--- config.mk ---
export PLATFORM = sky130hd
export DESIGN_NAME = mlp_mac_datapath
export DESIGN_NICKNAME = d
export VERILOG_FILES = /design/src/rtl/mlp_pkg.sv /design/src/rtl/mlp_round_sat.sv /design/src/rtl/mlp_mac_datapath.sv
export SDC_FILE = /design/constraint.sdc
export NUM_CORES = 1
export LEC_CHECK = 0
export CORE_ASPECT_RATIO = 1.25
export CORE_MARGIN = 4
export CORE_UTILIZATION = 50
export DETAILED_ROUTE_END_ITERATION = 10
export PLACE_DENSITY = 0.7
export SLEW_MARGIN = 10
export SYNTH_ARGS = -nofsm -noshare
export SYNTH_HDL_FRONTEND = slang
export SYNTH_HIERARCHICAL = 1
export SYNTH_SLANG_ARGS = --single-unit
--- constraint.sdc ---
create_clock -name clk -period 10.4 [get_ports clk]
set_clock_uncertainty 0.1 [all_clocks]
set_input_delay 1.56 -clock clk [delete_from_list [all_inputs] [get_ports clk]]
set_output_delay 1.56 -clock clk [all_outputs]
set_load 0.005 [all_outputs]
--- src/rtl/mlp_pkg.sv ---
// ============================================================================
// Module   : mlp_pkg
// Brief    : Shared widths, fixed-point types and per-term flags for the MLP MAC
// Revision : 1.0 - initial release
// ============================================================================
`default_nettype none

package mlp_pkg;

    localparam int DATA_W    = 16;
    localparam int FRAC_BITS = 8;
    localparam int ACC_W     = 40;
    localparam int NADDR_W   = 12;
    localparam int WADDR_W   = 16;

    typedef logic signed [DATA_W-1:0]   data_t;
    typedef logic signed [2*DATA_W-1:0] prod_t;
    typedef logic signed [ACC_W-1:0]    acc_t;
    typedef logic [NADDR_W-1:0]         naddr_t;
    typedef logic [WADDR_W-1:0]         waddr_t;

    typedef struct packed {
        logic   last;
        logic   clr;
        naddr_t waddr;
    } term_flags_t;

endpackage

`default_nettype wire

--- src/rtl/mlp_round_sat.sv ---
// ============================================================================
// Module   : mlp_round_sat
// Brief    : Accumulator -> neuron format: round-half-up, shift, saturate,
//            optional ReLU when MLP_RELU_EN is defined
// Revision : 1.0 - initial release
// ============================================================================
`default_nettype none

module mlp_round_sat
    import mlp_pkg::*;
(
    input  logic [ACC_W-1:0]  acc,
    output logic [DATA_W-1:0] result
);

    localparam logic signed [ACC_W:0] C_HALF =
        {{(ACC_W+1-FRAC_BITS){1'b0}}, 1'b1, {(FRAC_BITS-1){1'b0}}};
    localparam logic signed [ACC_W:0] C_MAX =
        {{(ACC_W-DATA_W+2){1'b0}}, {(DATA_W-1){1'b1}}};
    localparam logic signed [ACC_W:0] C_MIN = ~C_MAX;

    // One guard bit so the rounding increment can never wrap
    logic signed [ACC_W:0] w_sum;
    logic signed [ACC_W:0] w_shift;

    assign w_sum   = $signed({acc[ACC_W-1], acc}) + C_HALF;
    assign w_shift = w_sum >>> FRAC_BITS;

    always_comb begin
        if (w_shift > C_MAX) begin
            result = C_MAX[DATA_W-1:0];
        end else if (w_shift < C_MIN) begin
            result = C_MIN[DATA_W-1:0];
        end else begin
            result = w_shift[DATA_W-1:0];
        end
`ifdef MLP_RELU_EN
        if (w_shift[ACC_W]) begin
            result = '0;
        end
`endif
    end

endmodule

`default_nettype wire

--- src/rtl/mlp_mac_datapath.sv ---
// ============================================================================
// Module   : mlp_mac_datapath
// Brief    : 4-stage neuron MAC pipeline driven by the MLP control unit;
//            MLP_RELU_EN selects ReLU on the written-back value
// Revision : 1.0 - initial release
// ============================================================================
`default_nettype none

module mlp_mac_datapath
    import mlp_pkg::*;
(
    input  logic               clk,
    input  logic               reset,
    input  logic [NADDR_W-1:0] cu_in_addr,
    input  logic [NADDR_W-1:0] cu_out_addr,
    input  logic [WADDR_W-1:0] cu_w_addr,
    input  logic               cu_reset_acc,
    input  logic               cu_write,
    input  logic               cu_done,
    output logic [NADDR_W-1:0] nmem_raddr,
    input  logic [DATA_W-1:0]  nmem_rdata,
    output logic [WADDR_W-1:0] wmem_raddr,
    input  logic [DATA_W-1:0]  wmem_rdata,
    output logic               nmem_we,
    output logic [NADDR_W-1:0] nmem_waddr,
    output logic [DATA_W-1:0]  nmem_wdata,
    output logic [DATA_W-1:0]  result_o,
    output logic               done_o,
    output logic               raw_hazard
);

    logic        r_draining;
    logic        r_done;
    logic        r_hazard;
    logic        r_s1_v;
    logic        r_s2_v;
    logic        r_s3_v;
    logic        r_first;
    term_flags_t r_s1_f;
    term_flags_t r_s2_f;
    logic        r_s3_last;
    naddr_t      r_s3_waddr;
    prod_t       r_prod;
    acc_t        r_acc;
    data_t       w_rounded;
    logic        w_drain;
    logic        w_term;
    logic        w_hit;

    assign nmem_raddr = cu_in_addr;
    assign wmem_raddr = cu_w_addr;
    assign w_drain    = r_draining | cu_done;
    assign w_term     = ~w_drain;
    assign done_o     = r_done;
    assign raw_hazard = r_hazard;

    // Any in-flight write-back whose address this read would see stale
    always_comb begin
        w_hit = 1'b0;
        if (r_s1_v && r_s1_f.last && (r_s1_f.waddr == cu_in_addr)) w_hit = 1'b1;
        if (r_s2_v && r_s2_f.last && (r_s2_f.waddr == cu_in_addr)) w_hit = 1'b1;
        if (r_s3_v && r_s3_last   && (r_s3_waddr   == cu_in_addr)) w_hit = 1'b1;
        if (nmem_we && (nmem_waddr == cu_in_addr))                 w_hit = 1'b1;
    end

    mlp_round_sat u_round_sat (
        .acc    (r_acc),
        .result (w_rounded)
    );

    always_ff @(posedge clk) begin
        if (reset) begin
            r_draining <= 1'b0;
            r_done     <= 1'b0;
            r_hazard   <= 1'b0;
            r_s1_v     <= 1'b0;
            r_s2_v     <= 1'b0;
            r_s3_v     <= 1'b0;
            r_first    <= 1'b1;
            r_s1_f     <= '0;
            r_s2_f     <= '0;
            r_s3_last  <= 1'b0;
            r_s3_waddr <= '0;
            r_prod     <= '0;
            r_acc      <= '0;
            nmem_we    <= 1'b0;
            nmem_waddr <= '0;
            nmem_wdata <= '0;
            result_o   <= '0;
        end else begin
            // S1: flags ride alongside the synchronous RAM read
            r_s1_v       <= w_term;
            r_s1_f.last  <= cu_write;
            r_s1_f.clr   <= cu_reset_acc & ~cu_write;
            r_s1_f.waddr <= cu_out_addr;

            // S2: product of the returned operands
            r_s2_v <= r_s1_v;
            r_s2_f <= r_s1_f;
            r_prod <= prod_t'(data_t'(nmem_rdata)) * prod_t'(data_t'(wmem_rdata));

            // S3: accumulate, restarting right after a neuron's last term
            r_s3_v     <= r_s2_v;
            r_s3_last  <= r_s2_f.last;
            r_s3_waddr <= r_s2_f.waddr;
            if (r_s2_v) begin
                if (r_s2_f.clr) begin
                    r_acc <= '0;
                end else begin
                    r_acc <= (r_first ? acc_t'(0) : r_acc) + acc_t'(r_prod);
                end
                r_first <= r_s2_f.last;
            end

            // S4: write-back of the finished neuron
            nmem_we <= r_s3_v & r_s3_last;
            if (r_s3_v && r_s3_last) begin
                nmem_waddr <= r_s3_waddr;
                nmem_wdata <= w_rounded;
                result_o   <= w_rounded;
            end

            r_draining <= w_drain;
            r_done     <= r_done | (w_drain & ~r_s1_v & ~r_s2_v & ~r_s3_v);
            r_hazard   <= r_hazard | (w_term & w_hit);
        end
    end

endmodule

`default_nettype wire

# After elaboration in Yosys (flattened, before gate mapping)

Index checks and enable logic that the tools add are counted.

Bitwise operators: 14
Divide/modulo/power cells: 0
Shift-type cells: 0
Multiplexer cells: 8
$add $sub $neg: 2
Order comparisons: 2
Multiply operators: 1
Eq/ne operators: 4
Reductions and logical operators: 7

Operators by type and width:

| operator                                                      | number |
|---|---|
| 2-to-1 mux 40 bit                                             | 2 |
| == test 12 bit                                                | 4 |
| adder 40 x 9 -> 41 bit (second input constant)                | 1 |
| adder 40 x 32 -> 40 bit                                       | 1 |
| > comparator 33 x 16 -> 1 bit (second input constant)         | 1 |
| less-than comparator 33 x 16 -> 1 bit (second input constant) | 1 |
| multiplier 16 x 16 -> 32 bit                                  | 1 |
| 2-to-1 mux 16 bit                                             | 2 |
| logical AND 1 bit                                             | 7 |
| AND 1 bit                                                     | 6 |
| NOT 1 bit                                                     | 5 |
| 2-to-1 mux 1 bit                                              | 4 |
| bitwise OR 1 bit                                              | 3 |

Flip-flop bits (word level): 149
Memories kept: 0
Logic and storage cells: 58
Memory bits (read-only): 0
Latch bits: 0
Bits of input ports: 77
Bits in writable memories: 0
Output and inout bits: 75

# Depth between registers and ports, before layout

Gate-level depths: netlist (run 1).

Depth in word-level cells: 8
Mapped depth: 24

# Modules after synthesis

Netlist (run 1), hierarchy kept.

By module, submodules not included:

| module           | cells an instance | sequential area each (µm²) | area an instance (µm²) | times used |
|---|---|---|---|---|
| mlp_mac_datapath | 2018              | 2982.9                     | 17656.9                | 1 |
| mlp_round_sat    | 160               | 0.0                        | 1017.2                 | 1 |

# Least setup slack after synthesis (run 1)

OpenSTA, ideal clock, no wires.

Kind: input to register
Start: in wmem_rdata[3]
End: reg r_prod[30]
Setup slack: 2892 ps
Stages: 22
Arrival time: 7281 ps
Buffers on the path: 1
Setup time: 128 ps
Path through: clkbuf_1 -> and2_1 -> fa_1 -> inv_1 -> fa_1 -> inv_1 -> fa_1 -> fa_1 -> fa_1 -> inv_1 -> fa_1 -> inv_1 -> ha_1 -> a21o_1 -> a21o_1 -> a221oi_1 -> o2bb2ai_1 -> o41ai_2 -> o2111ai_1 -> a21oi_1 -> xor2_1 -> nor2_1

Word-level cells in the longest chain between the ends: 1

Ends and longest elaborated chain:

| element                      | line                    | RTL |
|---|---|---|
| start: declaration           | mlp_mac_datapath.sv:23  | `input logic [DATA_W-1:0] wmem_rdata,` |
| multiplier 16 x 16 -> 32 bit | mlp_mac_datapath.sv:100 | `r_prod <= prod_t'(data_t'(nmem_rdata)) * prod_t'(data_t'(wmem_rdata));` |
| end signal: assignment       | mlp_mac_datapath.sv:100 |  |
| end: declaration             | mlp_mac_datapath.sv:43  | `prod_t r_prod;` |

Every way passes these cells.
A chain may end at the register's enable or synchronous reset.

# Worst setup path in the final report (run 1)

Same ends and word-level chain as after synthesis.

==> results of run 1 <==
[worst paths after layout]
check,from,slack (ns),to
min,r_draining,0.32,r_s1_v
max,wmem_rdata[3],2.15,r_prod[30]
max reg2reg,r_first,6.67,r_acc[36]
min reg2reg,r_draining,0.32,r_s1_v
[synthesized netlist by cell type, types with 10 or more instances]
cell                         n  area share, %
sky130_fd_sc_hd__nand2_1   231            4.6
sky130_fd_sc_hd__nand4_1    30            1.0
sky130_fd_sc_hd__a21o_1     34            1.4
sky130_fd_sc_hd__fa_1      263             28
sky130_fd_sc_hd__nor3_1     21           0.56
sky130_fd_sc_hd__and2_1    129            4.3
sky130_fd_sc_hd__nand3_1    31           0.83
sky130_fd_sc_hd__o21ai_0    51            1.4
sky130_fd_sc_hd__or3_1      10           0.34
sky130_fd_sc_hd__o21ai_1    11           0.29
sky130_fd_sc_hd__o21a_1     11           0.44
sky130_fd_sc_hd__a211oi_1   14           0.56
sky130_fd_sc_hd__clkbuf_1   73            1.5
sky130_fd_sc_hd__ha_1      122            8.2
sky130_fd_sc_hd__nor4_1     17           0.57
sky130_fd_sc_hd__a21oi_1    99            2.7
sky130_fd_sc_hd__xor2_1     76            3.6
sky130_fd_sc_hd__nor2b_1   105            3.5
sky130_fd_sc_hd__dfxtp_1   149             16
sky130_fd_sc_hd__inv_1     341            6.9
sky130_fd_sc_hd__buf_4      45            1.8
sky130_fd_sc_hd__nand2b_1   15           0.50
sky130_fd_sc_hd__nor2_1    109            2.2
sky130_fd_sc_hd__xnor2_1    60            2.8
[kinds of logic (layout without fill, tap and decap cells)]
kind of cell / after synthesis / in the layout
simple gates: 736 / 736
flops: 149 / 149
buf+inv: 469 / 498
fa+ha+maj: 385 / 385
compound gates: 300 / 300
mux: 3 / 3
xor+xnor: 136 / 136
[per-stage QoR]
stage          cell area [um2]  util [%]  instances  total power, mW
3_3_place_gp             19830     54.19       2655            6.321
4_1_cts                  20450     55.88       2687            7.133
5_1_grt                  20450     55.88       2687            8.012
6_report                 20450     55.88       2687            7.043
3_5_place_dp             19830     54.19       2655            6.480
2_1_floorplan            18670         -       2178            5.384
[report_power, final]
| group | internal, mW | leakage (nW) | switching (mW) |
|---|---|---|---|
| Combinational | 2.52 | 7.92 | 3.18 |
| Sequential | 0.679 | 1.22 | 0.0395 |
| Clock | 0.365 | 0.294 | 0.264 |
| Total | 3.56 | 9.43 | 3.48 |
[per-layer routing]
| layer | global-route usage [%] | vias up | share of wire, % | routed length, um |
|---|---|---|---|---|
| met5 | 0 | - | 0 | 0 |
| met4 | 5.246 | 0 | 1.6 | 659 |
| met3 | 3.638 | 52 | 5.0 | 2073 |
| met2 | 37.93 | 344 | 51 | 20950 |
| met1 | 25.64 | 6903 | 43 | 17580 |
| li1 | - | 6890 | - | - |
[flip-flops by register name, summed over array words and instances (netlist names)]
name / cells
r_s1_f: 14
done_o: 1
r_s2_f: 14
r_prod: 32
raw_hazard: 1
nmem_we: 1
r_s3_waddr: 12
r_first: 1
r_s1_v: 1
nmem_waddr: 12
r_s3_v: 1
r_acc: 40
result_o: 16
r_s3_last: 1
r_draining: 1
r_s2_v: 1
[cell usage in the layout (no fill, tap or decap), drive strengths merged, types with 76 or more instances in the layout]
master	Yosys	layout
inv	341	346
fa	263	263
nand2	231	231
dfxtp	149	149
and2	129	129
ha	122	122
clkdlybuf4s50	0	118
nor2	109	109
nor2b	105	105
a21oi	100	100
xor2	76	76
[worst reg2reg max path, delay by kind of cell, from the launching register on]
kind	cells	cell delay [ns]
compound gates	7	1.62
fa+ha+maj	2	0.67
buf+inv	1	0.41
flops	1	0.31
simple gates	3	0.53
[area by class of cell]
type,count,share of cell area [%]
clock buffer,18,2.098
clock inverter,14,0.9299
inverter,342,6.277
multi-input combinational,1560,67.18
sequential,149,14.58
tap,480,2.937
timing repair buffer,124,5.995
==> flow_summary.yaml, run 1 <==
outcome:
  run_status: "complete, no violations"
pwr:
  p_per_area_nw_per_um2: 344.4
  ir_drop_mv: 0.2844
  power_leakage_nw: 9.429
finish:
  drive_gt1_share_pct: 2.990
  sequential_area_um2: 2983
  area_growth_syn_to_layout_pct: 9.521
  net_count_reported_at_finish: 2656
  n_fill_cell: 3370
  n_antenna_cell: 0
  multi_input_comb_area_um2: 13740
yosys:
  mappedNetlistArea_um2: 18670
  post_synth_mux_area_share_pct: 0.1608
  synthesis.area_per_instance_um2: 8.574
  synth_top_flop_cell: "sky130_fd_sc_hd__dfxtp_1"
  synth_fp_nets: 2640
  synth_compound_area_share_pct: 10.62
  fraction_of_the_mapped_netlist_area_in_adder_cells_pct: 36.37
  yosys.cell_types.count: 80
  synth_async_sr_flop_share_pct: 0
  synth-warning-count: 6
  synth_top_family_by_area: "adder cells"
  synthXorXnorAreaFrac_pct: 6.379
  synth.ff_latch_count: 149
  synthCells: 2178
  synth-seq-area-share_pct: 15.97
  synthesized_area_fraction_occupied_by_and_or_nand_nor_cells_pct: 20.05
  number_of_enable_flip_flop_cells_after_synthesis: 0
grt:
  grt_first_pass_wirelength_um: 71260
  grt_remaining_overflow: 0
  grt_antenna_before_repair: 0
  groute.usage.overall_pct: 20.83
  grt_max_degree: 78
  grt_pass1_vias: 14950
worst_setup_path:
  critPathTopFamily: "adder cells"
  critical_path_class: "input port to register"
  critical_path.most_common_cell: "sky130_fd_sc_hd__fa_1"
  critPathArrivalTime_ns: 8.44
  worstPathBufferInverterCount: 5
  critPathSlowestCell: "sky130_fd_sc_hd__clkdlybuf4s50_1"
  cp_data_required_time_ns: 10.60
  ff2ff_path_depth: 13
  cp_num_cells: 22
  timing.critical_path.cells: "clkdlybuf4s50_1, and2_1, fa_1, inv_1, fa_1, inv_1, fa_1, fa_1, fa_1, inv_1, fa_1, inv_1, ha_1, a21o_1, a21o_1, a221oi_1, o2bb2ai_1, o41ai_2, o2111ai_1, a21oi_1, xor2_1, nor2_1"
  crit_path_max_fanout: 16
  setup.worst_path.start_class: "input port"
  critical_path.max_stage_delay_ns: 0.72
  endpoint_kind: "register"
clocking:
  cts_tree: "done"
  cts_htree_levels: 4
  postCtsSetupBuffers: 0
  clockBufferDepth: 2
  clock_tree.root_cell: "sky130_fd_sc_hd__clkbuf_16"
  cts_buffers: 17
  worst_skew_pair.late_latency_ns: 0.43
  clkTransAtPathRegs_ns: 0.06
  ctsResizeCount: 0
  numClockSinks: 149
  cts_hold_repair.buffers: 0
sta:
  rsz0062_at_grt: "false"
  timing.hold.ws_ns: 0.3190
  worst_slew_pin_slew_ns: 1.154
  final_critical_path_setup_slack_ns: 2.154
  finalCritPeriodShare_pct: 79.29
  slew_headroom_pct: 22.93
  min_period_ns: 8.246
  timing.final.max_slew_violations: 0
  final-hold-violation-count: 0
  finalSetupViolations: 0
  fmax_ghz: 0.1213
  total_neg_setup_slack_ns: 0
floorplan:
  die_h_um: 224.1
  num_io_pins: 152
  placeable_core_area_um2: 36600
  floorplan.die.width_um: 180.9
  start_util_pct: 51.03
  die_area_um2: 40520
  rows: 78
hold_path:
  min_path_type: "register to register"
  min_delay_path_depth: 1
placed_design:
  detailedPlace.worstSlack_ns: 1.710
  dp.final_hpwl_um: 33780
  gp_congestion: 0.8825
  buffer_ports.inserted: 119
routing:
  drcViolationCount: 0
  viasPerCell: 5.281
  final_ant_viol_nets: 0
  routed_wl_per_cell_um: 15.36
  firstDrtPassIters: 7
  routed-via-count: 14190
  drt_iter0_drc: 608
  total_length_of_routed_wires_um: 41260
run:
  max_cap_viol_count: 0
(Power assumes the default switching activity.)
==> inputs of run 2 (changes only) <==
clock period = 8.1 ns   (was 10.4 ns; I/O delays follow)
==> flow_summary.yaml, run 2 (synthesized netlist as in run 1, its figures left out) <==
finish:
  n_fill_cell: 3312
  reg.largest.list: "r_acc: 40 flops, r_prod: 32 flops, result_o: 16 flops"
  drive_gt1_share_pct: 4.550
  top_register_by_number_of_flip_flops: "r_acc"
  sequential_area_um2: 2983
  multi_input_comb_area_um2: 13740
  largest_reg_flops: 40
  n_antenna_cell: 0
  net_count_reported_at_finish: 2691
  area_growth_syn_to_layout_pct: 10.93
  layout.cells.most_common_list: "sky130_fd_sc_hd__inv_1, sky130_fd_sc_hd__fa_1, sky130_fd_sc_hd__nand2_1"
  final_common_cell: "sky130_fd_sc_hd__inv_1"
grt:
  grt_remaining_overflow: 0
  grt_antenna_before_repair: 0
  grt_pass1_vias: 15000
  grt_first_pass_wirelength_um: 70430
  grt_max_degree: 79
  groute.usage.overall_pct: 20.52
pwr:
  ir_drop_mv: 0.4670
  share_comb_of_total_power_pct: 81.0
  internal-power_mw: 4.665
  p_per_area_nw_per_um2: 443.3
  power_leakage_nw: 9.608
  power_frac_clock_pct: 8.9
  sequentialPowerShare_pct: 10.0
  fraction_of_power_spent_switching_nets_pct: 49.21
  p_switching_mw: 4.519
clocking:
  cts_tree: "done"
  clock_tree.root_cell: "sky130_fd_sc_hd__clkbuf_16"
  cts_htree_levels: 4
  cts_hold_repair.buffers: 0
  clkTransAtPathRegs_ns: 0.06
  clockBufferDepth: 2
  worst_skew_pair.late_latency_ns: 0.43
  numClockSinks: 149
  postCtsSetupBuffers: 0
  cts_buffers: 17
  ctsResizeCount: 0
routing:
  drt_iter0_drc: 657
  routed-via-count: 14290
  drcViolationCount: 0
  firstDrtPassIters: 5
  viasPerCell: 5.248
  routed_wl_per_cell_um: 15.12
  final_ant_viol_nets: 0
  total_length_of_routed_wires_um: 41160
sta:
  finalSetupViolations: 0
  slew_headroom_pct: 25.97
  worst_slew_pin_slew_ns: 1.109
  min_period_ns: 7.554
  final_critical_path_setup_slack_ns: 0.5456
  finalCritPeriodShare_pct: 93.26
  total_neg_setup_slack_ns: 0
  rsz0062_at_grt: "false"
  fmax_ghz: 0.1324
  timing.final.max_slew_violations: 0
  final-hold-violation-count: 0
worst_setup_path:
  critPathArrivalTime_ns: 7.75
  cp_data_required_time_ns: 8.30
  critPathSlowestCell: "sky130_fd_sc_hd__clkdlybuf4s50_1"
  critical_path.max_stage_delay_ns: 0.79
  critPathTopFamily: "adder cells"
  timing.critical_path.cells: "clkdlybuf4s50_1, nand2_1, fa_1, inv_1, fa_1, fa_1, fa_1, fa_1, inv_1, fa_1, inv_1, ha_1, a21oi_1, o21ai_0, a221oi_1, o2bb2ai_1, o41ai_2, o2111ai_1, a21oi_1, xor2_1, nor2_1"
  critical_path_class: "input port to register"
  worstPathBufferInverterCount: 4
  worstReg2RegEnd: "r_acc[36]"
  regToRegStartpoint: "r_first"
  endpoint_kind: "register"
  setup.worst_path.start_class: "input port"
  r2r_slack_ns: 4.39
  critical_path.most_common_cell: "sky130_fd_sc_hd__fa_1"
  ff2ff_path_depth: 13
  crit_path_max_fanout: 13
placed_design:
  buffer_ports.inserted: 119
  detailedPlace.worstSlack_ns: 0.1380
  gp_congestion: 0.8938
  dp.final_hpwl_um: 34310
floorplan:
  rows: 78
  die_h_um: 224.1
  num_io_pins: 152
  die_area_um2: 40520
  start_util_pct: 51.03
  placeable_core_area_um2: 36600
  floorplan.die.width_um: 180.9
hold_path:
  worstHoldEndpoint: "r_s1_v"
  min_delay_path_depth: 1
  min_path_type: "register to register"
  hold_path_origin: "r_draining"
outcome:
  run_status: "complete, no violations"
run:
  max_cap_viol_count: 0
[run 2: through the flow]
| step | power [mW] | instance area [um2] | util, % | cells | hold WS [ns] |
|---|---|---|---|---|---|
| after detailed placement | 8.403 | 20100 | 54.91 | 2690 | 0.3096 |
| after floorplan | 6.913 | 18670 | - | 2178 | 0.2985 |
| after global routing | 10.36 | 20720 | 56.61 | 2722 | 0.3284 |
| after CTS | 9.252 | 20710 | 56.60 | 2722 | 0.3186 |
| after global placement | 8.181 | 20100 | 54.91 | 2690 | 0.3047 |
| final | 9.184 | 20720 | 56.61 | 2722 | 0.3156 |
[run 2: layout make-up]
type / instances / area share [%]
repair buffers: 159 / 7.187
clock buffers: 18 / 2.072
flip-flops and latches: 149 / 14.40
well taps: 480 / 2.899
multi-input cells: 1560 / 66.33
inverters: 342 / 6.197
clock inverters: 14 / 0.9120
[run 2: power by group through the flow]
stage          combinational, mW  clock (mW)  sequential [mW]
4_1_cts                     7.49       0.839            0.922
6_report                    7.44       0.820            0.922
3_5_place_dp                7.47           0            0.937
5_1_grt                     8.57       0.867            0.930
3_3_place_gp                7.24           0            0.937
2_1_floorplan               6.00           0            0.918
[run 2: how the worst max path moves through the flow]
stage                         startpoint         end  slack [ns]  cells past startpoint
after floorplan            wmem_rdata[3]  r_prod[30]        0.94                     22
after global placement    nmem_rdata[15]  r_prod[30]        0.21                     22
after detailed placement  nmem_rdata[15]  r_prod[30]        0.14                     22
after CTS                 nmem_rdata[15]  r_prod[30]        0.57                     22
after global routing      nmem_rdata[15]  r_prod[30]        0.20                     23
final                      nmem_rdata[6]  r_prod[30]        0.55                     21
[run 2: metal layers]
| layer | track usage (%) | share of wire [%] |
|---|---|---|
| met3 | 2.729 | 4.0 |
| met5 | 0 | 0 |
| met2 | 37.80 | 51 |
| met1 | 25.25 | 43 |
| met4 | 5.588 | 1.8 |
==> inputs of run 3 (changes only) <==
CTS_BUF_LIST = sky130_fd_sc_hd__clkbuf_16   (was not set)
HOLD_SLACK_MARGIN = 0.12   (was not set)
==> flow_summary.yaml, run 3 (synthesized netlist as in run 1, its figures left out) <==
sta:
  rsz0062_at_grt: "false"
  slew_headroom_pct: 25.97
  final-hold-violation-count: 0
  min_period_ns: 7.554
  timing.hold.ws_ns: 0.3156
  worst_slew_pin_slew_ns: 1.109
  fmax_ghz: 0.1324
  total_neg_setup_slack_ns: 0
  finalCritPeriodShare_pct: 93.26
  final_critical_path_setup_slack_ns: 0.5456
  finalSetupViolations: 0
  timing.final.max_slew_violations: 0
clocking:
  cts_tree: "done"
  clkTransAtPathRegs_ns: 0.06
  ctsResizeCount: 0
  cts_buffers: 17
  worst_skew_pair.late_latency_ns: 0.43
  cts_htree_levels: 4
  numClockSinks: 149
  clockBufferDepth: 2
  cts_hold_repair.buffers: 0
  postCtsSetupBuffers: 0
  clock_tree.root_cell: "sky130_fd_sc_hd__clkbuf_16"
finish:
  n_antenna_cell: 0
  final_common_cell: "sky130_fd_sc_hd__inv_1"
  top_register_by_number_of_flip_flops: "r_acc"
  sequential_area_um2: 2983
  reg.largest.list: "r_acc: 40 flops, r_prod: 32 flops, result_o: 16 flops"
  multi_input_comb_area_um2: 13740
  largest_reg_flops: 40
  drive_gt1_share_pct: 4.550
  net_count_reported_at_finish: 2691
  area_growth_syn_to_layout_pct: 10.93
  n_fill_cell: 3312
  layout.cells.most_common_list: "sky130_fd_sc_hd__inv_1, sky130_fd_sc_hd__fa_1, sky130_fd_sc_hd__nand2_1"
grt:
  grt_pass1_vias: 15000
  groute.usage.overall_pct: 20.52
  grt_antenna_before_repair: 0
  grt_remaining_overflow: 0
  grt_max_degree: 79
  grt_first_pass_wirelength_um: 70430
placed_design:
  buffer_ports.inserted: 119
  gp_congestion: 0.8938
  detailedPlace.worstSlack_ns: 0.1380
  dp.final_hpwl_um: 34310
routing:
  firstDrtPassIters: 5
  drt_iter0_drc: 657
  viasPerCell: 5.249
  routed-via-count: 14290
  drcViolationCount: 0
  routed_wl_per_cell_um: 15.12
  total_length_of_routed_wires_um: 41160
  final_ant_viol_nets: 0
outcome:
  run_status: "complete, no violations"
pwr:
  fraction_of_power_spent_switching_nets_pct: 49.21
  p_per_area_nw_per_um2: 443.3
  power_frac_clock_pct: 8.9
  power_leakage_nw: 9.612
  internal-power_mw: 4.663
  p_switching_mw: 4.519
  share_comb_of_total_power_pct: 81.0
  ir_drop_mv: 0.4670
  sequentialPowerShare_pct: 10.0
worst_setup_path:
  worstSetupStartpoint: "nmem_rdata[6]"
  r2r_slack_ns: 4.39
  crit_path_max_fanout: 13
  critPathSlowestCell: "sky130_fd_sc_hd__clkdlybuf4s50_1"
  setup.worst_path.start_class: "input port"
  critical_path.most_common_cell: "sky130_fd_sc_hd__fa_1"
  cp_data_required_time_ns: 8.30
  timing.critical_path.cells: "clkdlybuf4s50_1, nand2_1, fa_1, inv_1, fa_1, fa_1, fa_1, fa_1, inv_1, fa_1, inv_1, ha_1, a21oi_1, o21ai_0, a221oi_1, o2bb2ai_1, o41ai_2, o2111ai_1, a21oi_1, xor2_1, nor2_1"
  critPathTopFamily: "adder cells"
  worstPathBufferInverterCount: 4
  worstReg2RegEnd: "r_acc[36]"
  critical_path.max_stage_delay_ns: 0.79
  regToRegStartpoint: "r_first"
  cp_num_cells: 21
  endpoint_of_the_most_critical_setup_path: "r_prod[30]"
  ff2ff_path_depth: 13
  critical_path_class: "input port to register"
  endpoint_kind: "register"
  critPathArrivalTime_ns: 7.75
floorplan:
  placeable_core_area_um2: 36600
  start_util_pct: 51.03
  floorplan.die.width_um: 180.9
  die_h_um: 224.1
  die_area_um2: 40520
  num_io_pins: 152
  rows: 78
run:
  max_cap_viol_count: 0
hold_path:
  min_path_type: "register to register"
-- run 3: cell count changes in the layout (fill, tap and decap cells not counted), sizes merged --
cell and delta:
inv +1, clkbuf -1
-- run 3: per-layer routing --
layer	vias up	global-route usage (%)	part of all wire, %
met4	0	5.588	1.8
li1	6974	-	-
met1	6930	25.25	43
met3	57	2.729	4.0
met5	-	0	0
met2	326	37.80	51
-- run 3: how the worst min path moves through the flow --
stage / from / endpoint / slack [ns] / cells after the start
floorplan: r_draining / r_s1_v / 0.30 / 1
global placement: r_draining / r_s1_v / 0.30 / 1
detailed placement: r_draining / r_s1_v / 0.31 / 1
CTS: r_draining / r_s1_v / 0.32 / 1
global route: r_draining / r_s1_v / 0.33 / 1
finish: r_draining / r_s1_v / 0.32 / 1
-- run 3: layout make-up --
class                   instances  share of cell area (%)
repair buffers                159                   7.187
flip-flops and latches        149                   14.40
clock buffers                  17                   2.054
multi-input cells            1560                   66.33
well taps                     480                   2.899
inverters                     342                   6.197
clock inverters                15                  0.9301
-- run 3: stage by stage --
| stage | util [%] | total power, mW | cells | instance area [um2] |
|---|---|---|---|---|
| 5_1_grt | 56.61 | 10.36 | 2722 | 20720 |
| 3_5_place_dp | 54.91 | 8.403 | 2690 | 20100 |
| 3_3_place_gp | 54.91 | 8.181 | 2690 | 20100 |
| 2_1_floorplan | - | 6.913 | 2178 | 18670 |
| 6_report | 56.61 | 9.183 | 2722 | 20720 |
| 4_1_cts | 56.60 | 9.251 | 2722 | 20710 |
-- run 3: power by group through the flow --
stage               Combinational, mW  Clock, mW  Sequential [mW]
global route                     8.57      0.866            0.930
finish                           7.44      0.819            0.922
floorplan                        6.00          0            0.918
detailed placement               7.47          0            0.937
global placement                 7.24          0            0.937
CTS                              7.49      0.838            0.922
-- run 3: worst register-to-register path, cell delays in order, from the launching register on --
cell and delay, ns:
sky130_fd_sc_hd__dfxtp_1 0.30, sky130_fd_sc_hd__buf_4 0.38, sky130_fd_sc_hd__nor2b_1 0.12, sky130_fd_sc_hd__ha_1 0.23, sky130_fd_sc_hd__fa_1 0.44, sky130_fd_sc_hd__a211oi_2 0.23, sky130_fd_sc_hd__nor2_1 0.09, sky130_fd_sc_hd__o31a_2 0.34
sky130_fd_sc_hd__o211ai_4 0.30, sky130_fd_sc_hd__a21oi_2 0.13, sky130_fd_sc_hd__o22ai_2 0.20, sky130_fd_sc_hd__a311oi_1 0.16, sky130_fd_sc_hd__or3_1 0.32, sky130_fd_sc_hd__a32o_1 0.25
